===== config.mk =====
export PLATFORM = sky130hd
export DESIGN_NAME = morph_frame_ctrl_flat
export DESIGN_NICKNAME = d
export VERILOG_FILES = /design/src/rtl/morph_pkg.sv /design/src/rtl/morph_frame_ctrl_if.sv /design/src/rtl/morph_len_chk.sv /design/src/rtl/morph_frame_ctrl.sv /design/src/flat_wrapper.sv
export SDC_FILE = /design/constraint.sdc
export NUM_CORES = 1
export LEC_CHECK = 0
export ABC_AREA = 1
export BUFFER_PORTS_ARGS = -buffer_cell sky130_fd_sc_hd__buf_2
export CAP_MARGIN = 25
export CORE_UTILIZATION = 55
export CTS_BUF_LIST = sky130_fd_sc_hd__clkbuf_4 sky130_fd_sc_hd__clkbuf_8 sky130_fd_sc_hd__clkbuf_16
export CTS_CLUSTER_DIAMETER = 50
export DETAILED_ROUTE_END_ITERATION = 8
export PLACE_DENSITY = 0.8
export SYNTH_ARGS = -nofsm -noshare
export SYNTH_HDL_FRONTEND = slang
export SYNTH_SLANG_ARGS = --single-unit

===== constraint.sdc =====
create_clock -name clk -period 1.69 [get_ports clk]
set_input_delay 0 -clock clk [delete_from_list [all_inputs] [get_ports clk]]
set_output_delay 0 -clock clk [all_outputs]
set_load 0.1 [all_outputs]

===== src/rtl/morph_pkg.sv =====
// ---------------------------------------------------------------------------
// morph_pkg
// Shared types and constants for the morphology-chain frame sequencer.
//   state_t      : sequencer states (IDLE, ARM, ACTIVE, DRAIN)
//   CNT_W        : width of the x/y pixel/line counters
//   FCNT_W       : width of the completed-frame counter
//   PIPE_LAT_DEF : default drain latency of the erosion/dilation chain
//   sat_inc()    : saturating increment for the x/y counters
// ---------------------------------------------------------------------------
package morph_pkg;

    localparam int          CNT_W        = 10;
    localparam int          FCNT_W       = 16;
    localparam logic [7:0]  PIPE_LAT_DEF = 8'd16;

    typedef enum logic [1:0] {
        IDLE   = 2'd0,
        ARM    = 2'd1,
        ACTIVE = 2'd2,
        DRAIN  = 2'd3
    } state_t;

    function automatic logic [CNT_W-1:0] sat_inc(input logic [CNT_W-1:0] v);
        return (v == {CNT_W{1'b1}}) ? v : v + 1'b1;
    endfunction

endpackage


===== src/rtl/morph_frame_ctrl_if.sv =====
// ---------------------------------------------------------------------------
// morph_frame_ctrl_if
// Video timing stream entering the morphology chain plus the bypass
// configuration handshake.
//   per_frame_vsync/href/clken : frame / line / pixel valid
//   cfg_valid, cfg_ready       : config offer / pending slot free
//   cfg_erode_byp/dilate_byp   : requested per-stage bypass
// Modports: master drives stream and config, slave is the sequencer.
// ---------------------------------------------------------------------------
interface morph_frame_ctrl_if;

    logic per_frame_vsync;
    logic per_frame_href;
    logic per_frame_clken;
    logic cfg_valid;
    logic cfg_ready;
    logic cfg_erode_byp;
    logic cfg_dilate_byp;

    modport master (
        output per_frame_vsync, per_frame_href, per_frame_clken,
        output cfg_valid, cfg_erode_byp, cfg_dilate_byp,
        input  cfg_ready
    );

    modport slave (
        input  per_frame_vsync, per_frame_href, per_frame_clken,
        input  cfg_valid, cfg_erode_byp, cfg_dilate_byp,
        output cfg_ready
    );

endinterface


===== src/rtl/morph_len_chk.sv =====
// ---------------------------------------------------------------------------
// morph_len_chk
// Line/frame length checker for the morphology sequencer. Counts accepted
// pixels per line and lines per frame while the sequencer is ACTIVE and
// raises sticky errors on length mismatch or on a frame that overlapped
// the previous frame's drain.
// Ports:
//   clk, rst             : clock, async active-high reset
//   active               : sequencer is in ACTIVE
//   clear                : sequencer is in ARM (zero x/y counters)
//   pix                  : href & clken this cycle
//   hs_fall, vs_fall     : href / vsync falling edge this cycle
//   ovl                  : vsync rose during DRAIN this cycle
//   err_clr              : clear all sticky errors
//   err_hlen/vlen/ovl    : sticky error flags
// ---------------------------------------------------------------------------
module morph_len_chk
    import morph_pkg::*;
#(
    parameter logic [CNT_W-1:0] IMG_HDISP = 10'd640,
    parameter logic [CNT_W-1:0] IMG_VDISP = 10'd480
) (
    input  logic clk,
    input  logic rst,
    input  logic active,
    input  logic clear,
    input  logic pix,
    input  logic hs_fall,
    input  logic vs_fall,
    input  logic ovl,
    input  logic err_clr,
    output logic err_hlen,
    output logic err_vlen,
    output logic err_ovl
);

    logic [CNT_W-1:0] x_cnt;
    logic [CNT_W-1:0] y_cnt;
    logic [CNT_W-1:0] y_eff;
    logic             line_end;
    logic             hlen_ev;
    logic             vlen_ev;

    assign line_end = active && hs_fall;
    // A line closing on the same edge as the frame still counts toward it.
    assign y_eff    = line_end ? sat_inc(y_cnt) : y_cnt;
    assign hlen_ev  = line_end && (x_cnt != IMG_HDISP);
    assign vlen_ev  = active && vs_fall && (y_eff != IMG_VDISP);

    // NOTE: sequential state uses non-blocking assignments so every register
    // samples pre-edge values regardless of statement order.
    always_ff @(posedge clk or posedge rst) begin
        if (rst) begin
            x_cnt <= '0;
            y_cnt <= '0;
        end else if (clear) begin
            x_cnt <= '0;
            y_cnt <= '0;
        end else if (active) begin
            if (hs_fall) begin
                x_cnt <= '0;
                y_cnt <= sat_inc(y_cnt);
            end else if (pix) begin
                x_cnt <= sat_inc(x_cnt);
            end
        end
    end

    // Clear and a new error on the same edge: the new error stays set.
    always_ff @(posedge clk or posedge rst) begin
        if (rst) begin
            err_hlen <= 1'b0;
            err_vlen <= 1'b0;
            err_ovl  <= 1'b0;
        end else begin
            err_hlen <= (err_hlen && !err_clr) || hlen_ev;
            err_vlen <= (err_vlen && !err_clr) || vlen_ev;
            err_ovl  <= (err_ovl  && !err_clr) || ovl;
        end
    end

endmodule


===== src/rtl/morph_frame_ctrl.sv =====
// ---------------------------------------------------------------------------
// morph_frame_ctrl
// Frame-level sequencer for the erosion->dilation chain. Applies per-stage
// bypass only at frame start, holds busy until the chain latency has
// drained, and reports frame_start / frame_done pulses.
// Optional feature macro: MORPH_CTRL_LENCHK_EN
//   defined   -> line/frame length checks and sticky error flags
//   undefined -> err_* tied low, err_clr ignored
// Ports:
//   clk, rst                 : clock, async active-high reset
//   bus (slave)              : vsync/href/clken stream, cfg handshake
//   erode_byp, dilate_byp    : applied bypass, stable for a whole frame
//   busy                     : sequencer not idle
//   frame_start, frame_done  : single-cycle pulses
//   frame_cnt                : completed frames, wraps
//   err_clr                  : clear sticky errors
//   err_hlen, err_vlen, err_ovl : sticky errors
// ---------------------------------------------------------------------------
module morph_frame_ctrl
    import morph_pkg::*;
#(
    parameter logic [CNT_W-1:0] IMG_HDISP = 10'd640,
    parameter logic [CNT_W-1:0] IMG_VDISP = 10'd480,
    parameter logic [7:0]       PIPE_LAT  = PIPE_LAT_DEF
) (
    input  logic                clk,
    input  logic                rst,
    morph_frame_ctrl_if.slave   bus,
    output logic                erode_byp,
    output logic                dilate_byp,
    output logic                busy,
    output logic                frame_start,
    output logic                frame_done,
    output logic [FCNT_W-1:0]   frame_cnt,
    input  logic                err_clr,
    output logic                err_hlen,
    output logic                err_vlen,
    output logic                err_ovl
);

    state_t     state;
    state_t     state_nxt;
    logic       vs_r;
    logic       hs_r;
    logic       vs_rise;
    logic       vs_fall;
    logic       hs_fall;
    logic       pix;
    logic [7:0] drain_cnt;
    logic       done_ev;
    logic       ovl_ev;
    logic       pend_valid;
    logic       pend_erode;
    logic       pend_dilate;
    logic       cfg_xfer;
    logic       arm_load;

    assign vs_rise  = bus.per_frame_vsync && !vs_r;
    assign vs_fall  = !bus.per_frame_vsync && vs_r;
    assign hs_fall  = !bus.per_frame_href && hs_r;
    assign pix      = bus.per_frame_href && bus.per_frame_clken;

    assign bus.cfg_ready = !pend_valid;
    assign cfg_xfer      = bus.cfg_valid && !pend_valid;
    // Slot is either loaded or refilled on a given edge, never both, so a
    // transfer coinciding with ARM waits for the following frame.
    assign arm_load      = (state_nxt == ARM) && pend_valid;

    // NOTE: every output of this block gets a default before the case so
    // no path leaves a signal unassigned and infers a latch.
    always_comb begin
        state_nxt = state;
        done_ev   = 1'b0;
        ovl_ev    = 1'b0;
        case (state)
            IDLE:   if (vs_rise) state_nxt = ARM;
            ARM:    state_nxt = ACTIVE;
            ACTIVE: if (vs_fall) state_nxt = DRAIN;
            DRAIN: begin
                if (vs_rise) begin
                    // New frame arrived before the chain drained: close the
                    // old frame now and start the new one.
                    state_nxt = ARM;
                    done_ev   = 1'b1;
                    ovl_ev    = 1'b1;
                end else if (drain_cnt == 8'd0) begin
                    state_nxt = IDLE;
                    done_ev   = 1'b1;
                end
            end
            default: state_nxt = IDLE;
        endcase
    end

    // vs_r resets high so a vsync already high when reset releases is not
    // mistaken for a frame start; only a fresh rising edge arms.
    always_ff @(posedge clk or posedge rst) begin
        if (rst) begin
            state     <= IDLE;
            vs_r      <= 1'b1;
            hs_r      <= 1'b0;
            drain_cnt <= 8'd0;
        end else begin
            state <= state_nxt;
            vs_r  <= bus.per_frame_vsync;
            hs_r  <= bus.per_frame_href;
            if (state == ACTIVE && vs_fall)
                drain_cnt <= PIPE_LAT - 8'd1;
            else if (state == DRAIN && drain_cnt != 8'd0)
                drain_cnt <= drain_cnt - 8'd1;
        end
    end

    // Status outputs are registered from the next state so they line up
    // with the state they describe.
    always_ff @(posedge clk or posedge rst) begin
        if (rst) begin
            busy        <= 1'b0;
            frame_start <= 1'b0;
            frame_done  <= 1'b0;
            frame_cnt   <= '0;
        end else begin
            busy        <= (state_nxt != IDLE);
            frame_start <= (state_nxt == ARM);
            frame_done  <= done_ev;
            if (done_ev)
                frame_cnt <= frame_cnt + 1'b1;
        end
    end

    // NOTE: the pending slot is reset explicitly so a reset discards any
    // queued configuration rather than applying it to the next frame.
    always_ff @(posedge clk or posedge rst) begin
        if (rst) begin
            pend_valid  <= 1'b0;
            pend_erode  <= 1'b0;
            pend_dilate <= 1'b0;
            erode_byp   <= 1'b0;
            dilate_byp  <= 1'b0;
        end else begin
            if (arm_load) begin
                erode_byp  <= pend_erode;
                dilate_byp <= pend_dilate;
            end
            if (cfg_xfer) begin
                pend_valid  <= 1'b1;
                pend_erode  <= bus.cfg_erode_byp;
                pend_dilate <= bus.cfg_dilate_byp;
            end else if (arm_load) begin
                pend_valid <= 1'b0;
            end
        end
    end

`ifdef MORPH_CTRL_LENCHK_EN
    morph_len_chk #(
        .IMG_HDISP (IMG_HDISP),
        .IMG_VDISP (IMG_VDISP)
    ) u_len_chk (
        .clk      (clk),
        .rst      (rst),
        .active   (state == ACTIVE),
        .clear    (state == ARM),
        .pix      (pix),
        .hs_fall  (hs_fall),
        .vs_fall  (vs_fall),
        .ovl      (ovl_ev),
        .err_clr  (err_clr),
        .err_hlen (err_hlen),
        .err_vlen (err_vlen),
        .err_ovl  (err_ovl)
    );
`else
    assign err_hlen = 1'b0;
    assign err_vlen = 1'b0;
    assign err_ovl  = 1'b0;

    logic unused_lenchk;
    assign unused_lenchk = ^{err_clr, hs_fall, pix, ovl_ev, IMG_HDISP, IMG_VDISP};
`endif

endmodule


===== src/flat_wrapper.sv =====
// flat-port wrapper written by rule: the top's interface ports become plain ports
module morph_frame_ctrl_flat import morph_pkg::*;
#(
    parameter logic [CNT_W-1:0] IMG_HDISP = 10'd640,
    parameter logic [CNT_W-1:0] IMG_VDISP = 10'd480,
    parameter logic [7:0]       PIPE_LAT  = PIPE_LAT_DEF
)
  (clk, rst, erode_byp, dilate_byp, busy, frame_start, frame_done, frame_cnt, err_clr, err_hlen, err_vlen, err_ovl, bus_per_frame_vsync, bus_per_frame_href, bus_per_frame_clken, bus_cfg_valid, bus_cfg_erode_byp, bus_cfg_dilate_byp, bus_cfg_ready);
  morph_frame_ctrl_if bus_i ();
  input  logic clk;
  input  logic rst;
  output logic erode_byp;
  output logic dilate_byp;
  output logic busy;
  output logic frame_start;
  output logic frame_done;
  output logic [FCNT_W-1:0] frame_cnt;
  input  logic err_clr;
  output logic err_hlen;
  output logic err_vlen;
  output logic err_ovl;
  input wire logic [$bits(bus_i.per_frame_vsync)-1:0] bus_per_frame_vsync;
  input wire logic [$bits(bus_i.per_frame_href)-1:0] bus_per_frame_href;
  input wire logic [$bits(bus_i.per_frame_clken)-1:0] bus_per_frame_clken;
  input wire logic [$bits(bus_i.cfg_valid)-1:0] bus_cfg_valid;
  input wire logic [$bits(bus_i.cfg_erode_byp)-1:0] bus_cfg_erode_byp;
  input wire logic [$bits(bus_i.cfg_dilate_byp)-1:0] bus_cfg_dilate_byp;
  output wire logic [$bits(bus_i.cfg_ready)-1:0] bus_cfg_ready;
  assign bus_i.per_frame_vsync = bus_per_frame_vsync;
  assign bus_i.per_frame_href = bus_per_frame_href;
  assign bus_i.per_frame_clken = bus_per_frame_clken;
  assign bus_i.cfg_valid = bus_cfg_valid;
  assign bus_i.cfg_erode_byp = bus_cfg_erode_byp;
  assign bus_i.cfg_dilate_byp = bus_cfg_dilate_byp;
  assign bus_cfg_ready = bus_i.cfg_ready;
  morph_frame_ctrl #(.IMG_HDISP(IMG_HDISP), .IMG_VDISP(IMG_VDISP), .PIPE_LAT(PIPE_LAT)) u_core (.clk(clk), .rst(rst), .bus(bus_i), .erode_byp(erode_byp), .dilate_byp(dilate_byp), .busy(busy), .frame_start(frame_start), .frame_done(frame_done), .frame_cnt(frame_cnt), .err_clr(err_clr), .err_hlen(err_hlen), .err_vlen(err_vlen), .err_ovl(err_ovl));
endmodule

-- Yosys cells after proc, flatten, opt, wreduce, memory -nomap -nowiden
Cells that the tools add are included.
- input bits: 9
- output and inout port bits: 25
- memories kept: 0
- latch bits: 0
- logic and storage cells: 45
- register bits: 35
- ROM bits: 0
- RAM bits: 0
- multiply operators: 0
- magnitude comparators: 0
- multiplexer cells: 12
- eq/ne operators: 4
- reduce and logical (&&, ||, !) cells: 15
- shifts and indexed selects: 0
- $add $sub $neg: 2
- bitwise gates (word level): 0
- divide/modulo/power cells: 0
- operators by type and width (kind ; number):
    $add A16 B1 Y16 const B ; 1
    $mux W8 ; 2
    $logic_not A8 Y1 ; 1
    $mux W2 ; 4
    $pmux W2 S4 ; 1
    $reduce_bool A8 Y1 ; 1
    $sub A8 B1 Y8 const B ; 1
    $logic_and A1 B1 Y1 ; 6
    $reduce_bool A2 Y1 ; 3
    $mux W1 ; 5
    $eq A2 B1 Y1 const B ; 2
    $eq A2 B2 Y1 const B ; 2
    $logic_not A1 Y1 ; 3
    $logic_not A2 Y1 ; 1

-- Logic depth before layout (Yosys ltp)
Gate-level depths: netlist (run 1).
- depth after elaboration: 8
- mapped depth: 9
- depth with buffers taken out: 9

-- Worst setup path after synthesis (run 1)
No wires, ideal clock.
- path type: flip-flop to flip-flop
- from: register u_core.frame_cnt[0]
- to: register u_core.frame_cnt[14]
- clock period less this slack: 2.069 ns
- data required time: 1.570 ns
- library setup time: 0.120 ns
- cell stages (with the launch flop): 9
- buffers on the path: 0
- slack: -0.379 ns
- data arrival time: 1.949 ns
- cells stage by stage: dfrtp_1 ha_1 nand3_1 nor2_1 nand3_1 nand2_1 nand2_1 nand2_1 nand2_1
- word-level cells in the longest chain between the ends: 1
- RTL lines (what ; RTL line ; source):
    start: declaration ; morph_frame_ctrl.sv:34 ; output logic [FCNT_W-1:0] frame_cnt,
    start signal: assignment ; morph_frame_ctrl.sv:127 ; frame_cnt <= frame_cnt + 1'b1;
    $add A16 B1 Y16 ; morph_frame_ctrl.sv:127 ;
No other way between the ends.
A chain may end at the register's enable or synchronous reset.

-- Final worst setup path (run 1)
- from: register u_core.drain_cnt[1]
- to: register u_core.frame_cnt[13]
- word-level cells in the longest chain between the ends: 4
- RTL lines (what ; RTL line ; source):
    start: declaration ; morph_frame_ctrl.sv:49 ; logic [7:0] drain_cnt;
    start signal: assignment ; morph_frame_ctrl.sv:108 ; drain_cnt <= PIPE_LAT - 8'd1;
    start signal: assignment ; morph_frame_ctrl.sv:110 ; drain_cnt <= drain_cnt - 8'd1;
    $logic_not A8 Y1 ; morph_frame_ctrl.sv:86 ; end else if (drain_cnt == 8'd0) begin
    $mux W1 ; morph_frame_ctrl.sv:86 ;
    $mux W1 ; morph_frame_ctrl.sv:80 ; if (vs_rise) begin
    $mux W1 ; morph_frame_ctrl.sv:75 ; case (state)
No other way between the ends.

==> impl_metrics.py, run 1 <==
metrics = {
    "finish": {
        "nets": 308,
        "drive_gt1_share_pct": 25.5,
        "layout_common_cells": "nand2_1, inv_1, buf_2",
        "final_common_cell": "nand2_1",
        "antennaDiodeCount": 0,
        "area_growth_pct": 16.8,
    },
    "critical_path": {
        "path_class": "reg -> reg",
        "start_kind": "flop",
        "path_max_fanout": 11,
        "worst_setup_path_end_kind": "flop",
        "cp.required_ns": 1.99,
        "arrival_ns": 1.85,
    },
    "logic_synthesis": {
        "synth_cell_types": 25,
        "syn_avg_cell_area_um2": 7.76,
        "synth_fa_ha_area_share_pct": 1.26,
        "yosysSeqAreaShare_pct": 44.1,
        "ys_ff_latch": 35,
        "synth_area_leaders": "dfrtp_1, nand2_1, inv_1",
        "yosysWarnings": 0,
        "synth_top_area_share_pct": 42.8,
        "muxShareOfSynthArea_pct": 0.567,
        "synthXorXnorAreaFrac_pct": 3.53,
        "yosys.area.top_type": "dfrtp_1",
        "synth_top_family_by_area": "simple AND/OR/NAND/NOR gates",
        "netlist_instances": 256,
        "syn_area_mm2": 0.00199,
        "synth_simple_gate_area_share_pct": 31.8,
        "synth_compound_area_share_pct": 8.19,
    },
    "placed_design": {
        "io_buffers": 27,
        "dp_hpwl_um": 2740,
        "place_congestion": 0.869,
    },
    "clocking": {
        "tritoncts": "built",
        "numCtsBuffers": 5,
        "path_clk_slew_ns": 0.12,
        "cts.sinks": 35,
        "clock_latency_ns": 0.34,
        "cts_buffer_depth": 2,
        "h-tree-depth": 2,
        "cts-root-buf": "clkbuf_4",
    },
    "run": {
        "max_cap_violations": 0,
    },
    "grt": {
        "grt_pass1_wl_um": 6640,
        "grt_pass1_vias": 1545,
        "grt_max_degree": 36,
        "grt_util_all_layers_pct": 21.9,
        "antenna_found_initial": 0,
        "grt-ovfl-total": 0,
    },
    "timing": {
        "max_freq_mhz": 642,
        "hold_viol_final": 0,
        "rsz0062_at_grt": "false",
        "tns_ns": 0,
        "min_period_ns": 1.56,
        "slew_violations": 0,
        "clock_skew_ns": 0.0120,
        "fin_crit_sh_pct": 92.2,
        "setup_violations": 0,
    },
    "worst_hold_path": {
        "hold_path.class": "in -> async",
    },
    "status": {
        "status": "completed",
    },
    "drt": {
        "viasPerCell": 5.03,
        "drt_pass1_iterations": 4,
        "ant_nets": 0,
        "drc": 0,
        "drtIter0Drc": 56,
        "wl_per_cell_um": 11.2,
        "dr_total_vias": 1732,
        "routed_wl_um": 3850,
    },
    "floorplan": {
        "start_util_pct": 58.6,
        "die_w_um": 62.1,
        "rows": 21,
        "ios": 34,
        "die_height_um": 62.1,
        "die_area_mm2": 0.00386,
        "coreArea_mm2": 0.00339,
    },
}
[synthesized netlist by cell type]
| master | count |
|---|---|
| buf_6 | 1 |
| nand4_1 | 10 |
| a21boi_2 | 1 |
| nand2_1 | 84 |
| dfstp_2 | 1 |
| buf_4 | 4 |
| o21ai_2 | 5 |
| nor2_8 | 1 |
| nand2_2 | 8 |
| nor2_4 | 3 |
| xor2_1 | 6 |
| conb_1 | 1 |
| xnor2_1 | 2 |
| o21ai_1 | 5 |
| dfrtp_1 | 34 |
| ha_1 | 2 |
| nor2_2 | 1 |
| nand3_1 | 10 |
| inv_1 | 33 |
| buf_12 | 2 |
| o21ai_0 | 11 |
| a21oi_1 | 4 |
| o21bai_1 | 1 |
| mux2_2 | 1 |
| nor2_1 | 25 |
[stage by stage]
| stage | instance area [um^2] | util [%] | worst slack (ns) | hold slack (ns) | cells |
|---|---|---|---|---|---|
| floorplan | 2010 | - | 0.00489 | 0.00448 | 258 |
| CTS | 2310 | 68.1 | 0.128 | 0.281 | 343 |
| global route | 2320 | 68.5 | 0.00617 | 0.295 | 344 |
| detailed placement | 2170 | 64.0 | 0.159 | 0.120 | 330 |
| finish | 2320 | 68.5 | 0.133 | 0.268 | 344 |
| global placement | 2170 | 64.0 | 0.196 | 0.115 | 330 |
[worst paths after layout]
check	start	to	slack, ns	cells past startpoint
worst max-delay path	u_core.drain_cnt[1]$_DFFE_PP0P_	u_core.frame_cnt[13]$_DFFE_PP0P_	0.13	8
worst min-delay path	rst	u_core.frame_cnt[2]$_DFFE_PP0P_	0.27	4
worst max register to register	u_core.drain_cnt[1]$_DFFE_PP0P_	u_core.frame_cnt[13]$_DFFE_PP0P_	0.13	8
worst min register to register	u_core.erode_byp$_DFFE_PP0P_	u_core.erode_byp$_DFFE_PP0P_	0.51	2
max in group asynchronous	rst	u_core.frame_cnt[11]$_DFFE_PP0P_	1.07	4
min in group clk	bus_per_frame_vsync	u_core.vs_r$_DFF_PP1_	0.32	2
[area by class of cell]
class	count	area, um^2
timing repair buffer	38	230
tap	46	57.6
fill	279	1070
sequential	35	897
clock inverter	2	35.0
clock buffer	6	51.3
inverter	33	124
multi-input combinational	184	926
[repair_timing]
action / in CTS / in global routing
endpoints found under the hold margin: 38 / 0
endpoints found under the setup margin: 0 / 3
gates resized for setup: 0 / 1
buffers inserted: 0 / 0
hold buffers: 5 / 0
[cells by family after synthesis]
| kind of cell | after synthesis |
|---|---|
| other | 1 |
| AOI/OAI and AO/OA | 27 |
| buffers and inverters | 40 |
| muxes | 1 |
| adders and majority gates | 2 |
| and+or+nand+nor | 142 |
| xor gates and xnor gates | 8 |
| DFF | 35 |
[per-layer routing]
| metal | vias up | wire length [um] | track usage (%) |
|---|---|---|---|
| li1 | 880 | - | - |
| met1 | 800 | 1790 | 28.7 |
| met2 | 46 | 1850 | 35.7 |
| met3 | 6 | 172 | 5.15 |
| met4 | 0 | 43 | 7.85 |
| met5 | - | 0 | 0 |
[state kept, by name, summed over array words and instances (netlist names)]
signal	count
u_core.frame_cnt	16
u_core.drain_cnt	8
u_core.state	2
u_core.busy	1
u_core.dilate_byp	1
u_core.erode_byp	1
u_core.frame_done	1
u_core.frame_start	1
u_core.pend_dilate	1
u_core.pend_erode	1
u_core.pend_valid	1
u_core.vs_r	1
[critical path, stage by stage (launching register included)]
cell and delay [ns]:
dfrtp_1 0.41, inv_1 0.06, ha_1 0.16, nand2_1 0.09
nor2_4 0.17, nor2_4 0.08, nor2_4 0.37, nand2_1 0.10
nand2_1 0.06
Power of run 1 is left out: the tool's default activity adds up to more than one toggle a clock period on the data nets, which glitch-free logic cannot reach.
==> run 2, diff against run 1 <==
--- a/config.mk
+++ b/config.mk
@@ -8,11 +8,14 @@
 export ABC_AREA = 1
 export BUFFER_PORTS_ARGS = -buffer_cell sky130_fd_sc_hd__buf_2
 export CAP_MARGIN = 25
-export CORE_UTILIZATION = 55
+export CELL_PAD_IN_SITES_DETAIL_PLACEMENT = 1
+export CELL_PAD_IN_SITES_GLOBAL_PLACEMENT = 2
+export CORE_UTILIZATION = 32
 export CTS_BUF_LIST = sky130_fd_sc_hd__clkbuf_4 sky130_fd_sc_hd__clkbuf_8 sky130_fd_sc_hd__clkbuf_16
 export CTS_CLUSTER_DIAMETER = 50
 export DETAILED_ROUTE_END_ITERATION = 8
-export PLACE_DENSITY = 0.8
+export PLACE_DENSITY = 0.81
 export SYNTH_ARGS = -nofsm -noshare
 export SYNTH_HDL_FRONTEND = slang
+export SYNTH_HIERARCHICAL = 1
 export SYNTH_SLANG_ARGS = --single-unit
==> run 2 against run 1 <==
Compared with the run above:
- synthesized cell count is 0.78% higher
- die area is 70% higher
- wire length is 24% higher
- clock skew shrank 0.0050 ns
- setup slack better by 0.022 ns
- synthesized area is 0.19% higher
- utilization decreased by 28 points
- flip-flop and latch count did not move
==> impl_metrics.py, run 2 <==
metrics = {
    "timing": {
        "fin_crit_sh_pct": 90.9,
        "min_period_ns": 1.54,
        "clock_skew_ns": 0.00706,
        "setup_violations": 0,
        "max_freq_mhz": 651,
        "tns_ns": 0,
        "slew_violations": 0,
        "hold_viol_final": 0,
        "rsz0062_at_grt": "false",
    },
    "critical_path": {
        "r2r_start": "u_core/drain_cnt[0]$_DFFE_PP0P_",
        "r2r_setup_slack_ns": 0.15,
        "critPathSlowestCell": "dfrtp_1",
        "cp.required_ns": 1.90,
        "r2r_end": "u_core/frame_cnt[12]$_DFFE_PP0P_",
        "path_max_fanout": 11,
        "arrival_ns": 1.74,
        "crit_top_cell": "nor2_4",
        "cp.buffers_inverters": 1,
        "crit_end": "u_core/frame_cnt[12]$_DFFE_PP0P_",
        "rr_worst_depth": 8,
        "path_depth": 8,
        "cp_top_family": "simple AND/OR/NAND/NOR gates",
        "slowest_delay_ns": 0.36,
        "worstPathCellList": "inv_1 > ha_1 > nand2_1 > nor2_4 > nor2_4 > nor2_4 > nand2_1 > o21ai_0",
        "start_kind": "flop",
        "startpoint": "u_core/drain_cnt[0]$_DFFE_PP0P_",
        "worst_setup_path_end_kind": "flop",
        "path_class": "reg -> reg",
    },
    "grt": {
        "grt-ovfl-total": 0,
        "antenna_found_initial": 0,
        "grt_util_all_layers_pct": 16.1,
        "grt_pass1_vias": 1786,
        "grt_pass1_wl_um": 8090,
        "grt_max_degree": 36,
    },
    "floorplan": {
        "ios": 34,
        "coreArea_mm2": 0.00596,
        "start_util_pct": 33.4,
        "die_area_mm2": 0.00654,
        "rows": 28,
        "die_w_um": 80.9,
        "die_height_um": 80.9,
    },
    "clocking": {
        "numCtsBuffers": 5,
        "cts-root-buf": "clkbuf_8",
        "tritoncts": "built",
        "cts_buffer_depth": 2,
        "clock_latency_ns": 0.29,
        "cts.sinks": 35,
        "h-tree-depth": 2,
        "path_clk_slew_ns": 0.07,
    },
    "finish": {
        "top_register": "u_core/frame_cnt",
        "final_area_mm2": 0.00241,
        "layout_common_cells": "nand2_1, inv_1, buf_2",
        "fillerInstances": 759,
        "antennaDiodeCount": 0,
        "nets": 311,
        "drive_gt1_share_pct": 24.6,
        "register_area_um2": 896,
        "multi_input_area_um2": 951,
        "largest_register_ffs": 16,
        "final_common_cell": "nand2_1",
        "largestRegisters": "u_core/frame_cnt (16), u_core/drain_cnt (8), u_core/state (2)",
        "area_growth_pct": 21.2,
    },
    "logic_synthesis": {
        "async_flop_share_pct": 100,
        "synth_common_cells": "nand2_1, dfrtp_1, inv_1",
        "synth_edf_count": 0,
        "synth_area_leaders": "dfrtp_1, nand2_1, inv_1",
        "synth_most_common_cell": "nand2_1",
        "synth_cell_types": 25,
        "netlist_instances": 258,
        "synthFlopType": "dfrtp_1",
        "yosys.area.top_type": "dfrtp_1",
        "syn_area_mm2": 0.00199,
        "yosysWarnings": 6,
        "syn_avg_cell_area_um2": 7.72,
        "synth_top_area_share_pct": 42.7,
        "yosysSeqAreaShare_pct": 44.1,
        "ys_ff_latch": 35,
    },
    "power_and_ir_drop": {
        "leakage_nw": 1.15,
        "power.density_cell_area_mw_per_mm2": 2190,
        "total_power_mw": 5.28,
        "irDropWorstVdd_mv": 1.12,
    },
    "placed_design": {
        "io_buffers": 27,
        "dp_hpwl_um": 3470,
        "place_area_mm2": 0.00223,
        "place_congestion": 0.685,
    },
    "drt": {
        "drtIter0Drc": 45,
        "drc": 0,
        "drt_pass1_iterations": 4,
        "dr_total_vias": 1764,
        "routed_wl_um": 4800,
        "viasPerCell": 4.69,
        "ant_nets": 0,
        "wl_per_cell_um": 12.8,
    },
    "run": {
        "max_cap_violations": 0,
    },
    "worst_hold_path": {
        "hold_path.class": "in -> reg",
    },
    "status": {
        "status": "completed",
    },
}
==> run 2: kinds of logic after synthesis <==
family / after synthesis / synth area share [%]
AO/OA/AOI/OAI: 30 / 9.30
XOR/XNOR: 6 / 2.64
adder cells (fa/ha/maj): 2 / 1.26
buffers and inverters: 39 / 9.24
flip-flops: 35 / 44.1
other: 1 / 0.188
AND/OR/NAND/NOR: 145 / 33.3
==> run 2: area by class of cell <==
cell class	count	area share, %
clock buffers	6	3.42
inverters	33	5.13
flip-flops and latches	35	37.1
multi-input cells	187	39.4
clock inverters	2	1.45
repair buffers	38	9.54
well taps	75	3.89
==> run 2: worst min-delay path by stage <==
stage / startpoint / endpoint / slack (ns) / cells after the start
floorplan: bus_per_frame_vsync / u_core/vs_r$_DFF_PP1_ / 0.004 / 0
global placement: bus_per_frame_vsync / u_core/vs_r$_DFF_PP1_ / 0.12 / 1
detailed placement: bus_per_frame_vsync / u_core/vs_r$_DFF_PP1_ / 0.12 / 1
CTS: bus_per_frame_vsync / u_core/vs_r$_DFF_PP1_ / 0.35 / 2
global route: bus_per_frame_vsync / u_core/vs_r$_DFF_PP1_ / 0.37 / 2
finish: bus_per_frame_vsync / u_core/vs_r$_DFF_PP1_ / 0.37 / 2
==> run 2: through the flow <==
step | worst slack (ns) | util [%] | hold slack, ns | cells
after floorplan | 0.00319 | - | 0.00448 | 260
after global placement | 0.178 | 37.5 | 0.115 | 362
after detailed placement | 0.144 | 37.5 | 0.121 | 362
after CTS | 0.107 | 40.3 | 0.349 | 375
after global routing | 0.0287 | 40.5 | 0.370 | 376
final | 0.154 | 40.5 | 0.366 | 376
==> run 2: worst register-to-register path, cell delays in order (launching register included) <==
cell and delay, ns:
dfrtp_1 0.36, inv_1 0.08, ha_1 0.18, nand2_1 0.11, nor2_4 0.16, nor2_4 0.08, nor2_4 0.32, nand2_1 0.09
o21ai_0 0.07
==> run 2: repair_timing <==
item                       in CTS  in global routing
hold endpoints to repair       38                  0
hold buffers                    5                  0
setup endpoints to repair       0                  2
buffers inserted                0                  0
gates resized for setup         0                  1
==> run 2: layer usage <==
layer / global-route usage (%) / part of all wire, % / up-vias / wire length, um
met3: 3.03 / 2.6 / 5 / 123
met2: 28.9 / 49 / 20 / 2360
met4: 5.36 / 1.2 / 0 / 59
met5: 0 / 0 / - / 0
li1: - / - / 897 / -
met1: 19.2 / 47 / 842 / 2250
==> run 2: power by group <==
group          switching, mW  internal [mW]  total, mW
logic                   2.34          0.640       2.98
registers              0.332           1.18       1.52
clock network          0.314          0.477      0.791
total                   2.98           2.30       5.28
Note: power is estimated with default switching activity, not from simulation.
==> run 3, diff against run 2 <==
--- a/config.mk
+++ b/config.mk
@@ -9,12 +9,12 @@
 export BUFFER_PORTS_ARGS = -buffer_cell sky130_fd_sc_hd__buf_2
 export CAP_MARGIN = 25
 export CELL_PAD_IN_SITES_DETAIL_PLACEMENT = 1
-export CELL_PAD_IN_SITES_GLOBAL_PLACEMENT = 2
-export CORE_UTILIZATION = 32
+export CELL_PAD_IN_SITES_GLOBAL_PLACEMENT = 1
+export CORE_UTILIZATION = 25
 export CTS_BUF_LIST = sky130_fd_sc_hd__clkbuf_4 sky130_fd_sc_hd__clkbuf_8 sky130_fd_sc_hd__clkbuf_16
 export CTS_CLUSTER_DIAMETER = 50
 export DETAILED_ROUTE_END_ITERATION = 8
-export PLACE_DENSITY = 0.81
+export PLACE_DENSITY = 0.55
 export SYNTH_ARGS = -nofsm -noshare
 export SYNTH_HDL_FRONTEND = slang
 export SYNTH_HIERARCHICAL = 1
==> run 3 against run 2 <==
Compared with the run above:
- the flow now finishes with violations (design-rule violations)
- cell count rose by 6.6%
- wire length grew 0.79%
- sequential share of layout area decreased by 0.34 points
- register-to-register slack about the same
- total power down 0.74%
- worst hold slack worse by 0.0025 ns
- critical path type unchanged
==> impl_metrics.py, run 3 (same netlist as run 2, synthesis figures left out) <==
metrics = {
    "status": {
        "status": "finished, violations left",
        "violations": "design-rule violations",
    },
    "floorplan": {
        "die_area_mm2": 0.00832,
        "coreArea_mm2": 0.00773,
        "start_util_pct": 25.8,
        "ios": 34,
        "die_w_um": 91.2,
        "die_height_um": 91.2,
        "rows": 32,
    },
    "finish": {
        "multi_input_area_um2": 952,
        "drive_gt1_share_pct": 24.7,
        "nets": 309,
        "register_area_um2": 896,
        "layout_common_cells": "nand2_1, inv_1, buf_2",
        "fillerInstances": 948,
        "largestRegisters": "u_core/frame_cnt (16), u_core/drain_cnt (8), u_core/state (2)",
        "area_growth_pct": 22.3,
        "antennaDiodeCount": 0,
        "largest_register_ffs": 16,
        "final_common_cell": "nand2_1",
        "stdcell_count": 401,
        "top_register": "u_core/frame_cnt",
    },
    "worst_hold_path": {
        "hold_path.class": "in -> async",
    },
    "critical_path": {
        "worstPathCellList": "inv_1 > ha_1 > nand2_1 > nor2_4 > nor2_4 > nor2_8 > nand2_1 > o21ai_2",
        "r2r_end": "u_core/frame_cnt[8]$_DFFE_PP0P_",
        "critPathSlowestCell": "dfrtp_1",
        "r2r_setup_slack_ns": 0.17,
        "path_depth": 8,
        "path_max_fanout": 22,
        "r2r_start": "u_core/drain_cnt[1]$_DFFE_PP0P_",
        "rr_worst_depth": 8,
        "cp.buffers_inverters": 1,
        "crit_end": "u_core/frame_cnt[8]$_DFFE_PP0P_",
        "cp_top_family": "simple AND/OR/NAND/NOR gates",
        "worst_setup_path_end_kind": "flop",
        "path_class": "reg -> reg",
        "cp.required_ns": 1.91,
        "startpoint": "u_core/drain_cnt[1]$_DFFE_PP0P_",
        "arrival_ns": 1.74,
        "slowest_delay_ns": 0.36,
        "start_kind": "flop",
    },
    "timing": {
        "max_freq_mhz": 657,
        "slew_violations": 0,
        "rsz0062_at_grt": "false",
        "tns_ns": 0,
        "clock_skew_ns": 0.00312,
        "min_period_ns": 1.52,
        "hold_viol_final": 0,
        "fin_crit_sh_pct": 90.1,
        "setup_violations": 0,
    },
    "power_and_ir_drop": {
        "leakage_nw": 1.14,
        "irDropWorstVdd_mv": 0.693,
        "power.density_cell_area_mw_per_mm2": 2150,
    },
    "run": {
        "max_cap_violations": 0,
    },
    "clocking": {
        "tritoncts": "built",
        "h-tree-depth": 2,
        "cts-root-buf": "clkbuf_8",
        "clock_latency_ns": 0.29,
        "numCtsBuffers": 5,
        "path_clk_slew_ns": 0.08,
        "cts_setup_buffers": 0,
        "cts_buffer_depth": 2,
        "cts.sinks": 35,
    },
    "placed_design": {
        "dp_cells": 388,
        "dp_hpwl_um": 3550,
        "place_congestion": 0.771,
        "io_buffers": 27,
    },
    "grt": {
        "grt_util_all_layers_pct": 13.0,
        "grt-ovfl-total": 0,
        "grt_max_degree": 36,
        "antenna_found_initial": 0,
        "grt_pass1_vias": 1798,
        "grt_pass1_wl_um": 8460,
    },
    "drt": {
        "dr_total_vias": 1713,
        "wl_per_cell_um": 12.1,
        "drt_pass1_iterations": 6,
        "routed_wl_um": 4830,
        "viasPerCell": 4.27,
        "ant_nets": 0,
        "drtIter0Drc": 83,
        "drc": 1,
    },
}
run 3: cell type report:
class / instances / share of cell area (%)
sequential: 35 / 36.8
clock inverter: 3 / 1.80
timing repair buffer: 37 / 9.15
inverter: 33 / 5.09
clock buffer: 5 / 2.83
multi-input combinational: 186 / 39.1
tap: 102 / 5.24
run 3: worst min-delay path, delay by kind of cell:
| kind | cells | cell delay [ns] |
|---|---|---|
| buf+inv | 4 | 1.10 |
run 3: worst min path at each step:
| stage | startpoint | endpoint | slack [ns] | depth (start not counted) |
|---|---|---|---|---|
| after floorplan | bus_per_frame_vsync | u_core/vs_r$_DFF_PP1_ | 0.004 | 0 |
| after global placement | bus_per_frame_vsync | u_core/vs_r$_DFF_PP1_ | 0.12 | 1 |
| after detailed placement | bus_per_frame_vsync | u_core/vs_r$_DFF_PP1_ | 0.12 | 1 |
| after CTS | bus_per_frame_vsync | u_core/vs_r$_DFF_PP1_ | 0.35 | 2 |
| after global routing | bus_per_frame_vsync | u_core/vs_r$_DFF_PP1_ | 0.36 | 2 |
| final | rst | u_core/pend_erode$_DFFE_PP0P_ | 0.36 | 4 |
run 3: repair_timing:
item,in CTS,in global routing
hold buffers,5,0
endpoints found under the setup margin,0,3
hold endpoints to repair,38,0
resized for setup,0,4
run 3: power by group:
part	internal, mW	total, mW	switching, mW
registers	1.18	1.51	0.325
clock network	0.440	0.779	0.339
logic	0.636	2.96	2.32
total	2.26	5.24	2.98
run 3: per-layer routing:
| layer | share of wire [%] | GRT usage, % | vias to the layer above |
|---|---|---|---|
| met5 | 0 | 0 | - |
| met4 | 1.1 | 3.97 | 0 |
| met3 | 2.9 | 3.02 | 5 |
| met2 | 49 | 22.8 | 19 |
| met1 | 47 | 15.6 | 799 |
| li1 | - | - | 890 |
run 3: per-stage QoR:
stage | total power, mW | hold slack [ns] | instance area (um^2) | worst slack [ns] | util, %
after floorplan | 3.94 | 0.00448 | 2020 | 0.00319 | -
after detailed placement | 4.50 | 0.124 | 2260 | 0.0855 | 29.2
after global placement | 4.46 | 0.116 | 2260 | 0.123 | 29.2
after global routing | 5.64 | 0.362 | 2430 | 0.00895 | 31.5
after CTS | 5.32 | 0.354 | 2420 | 0.0585 | 31.3
final | 5.24 | 0.363 | 2430 | 0.167 | 31.5
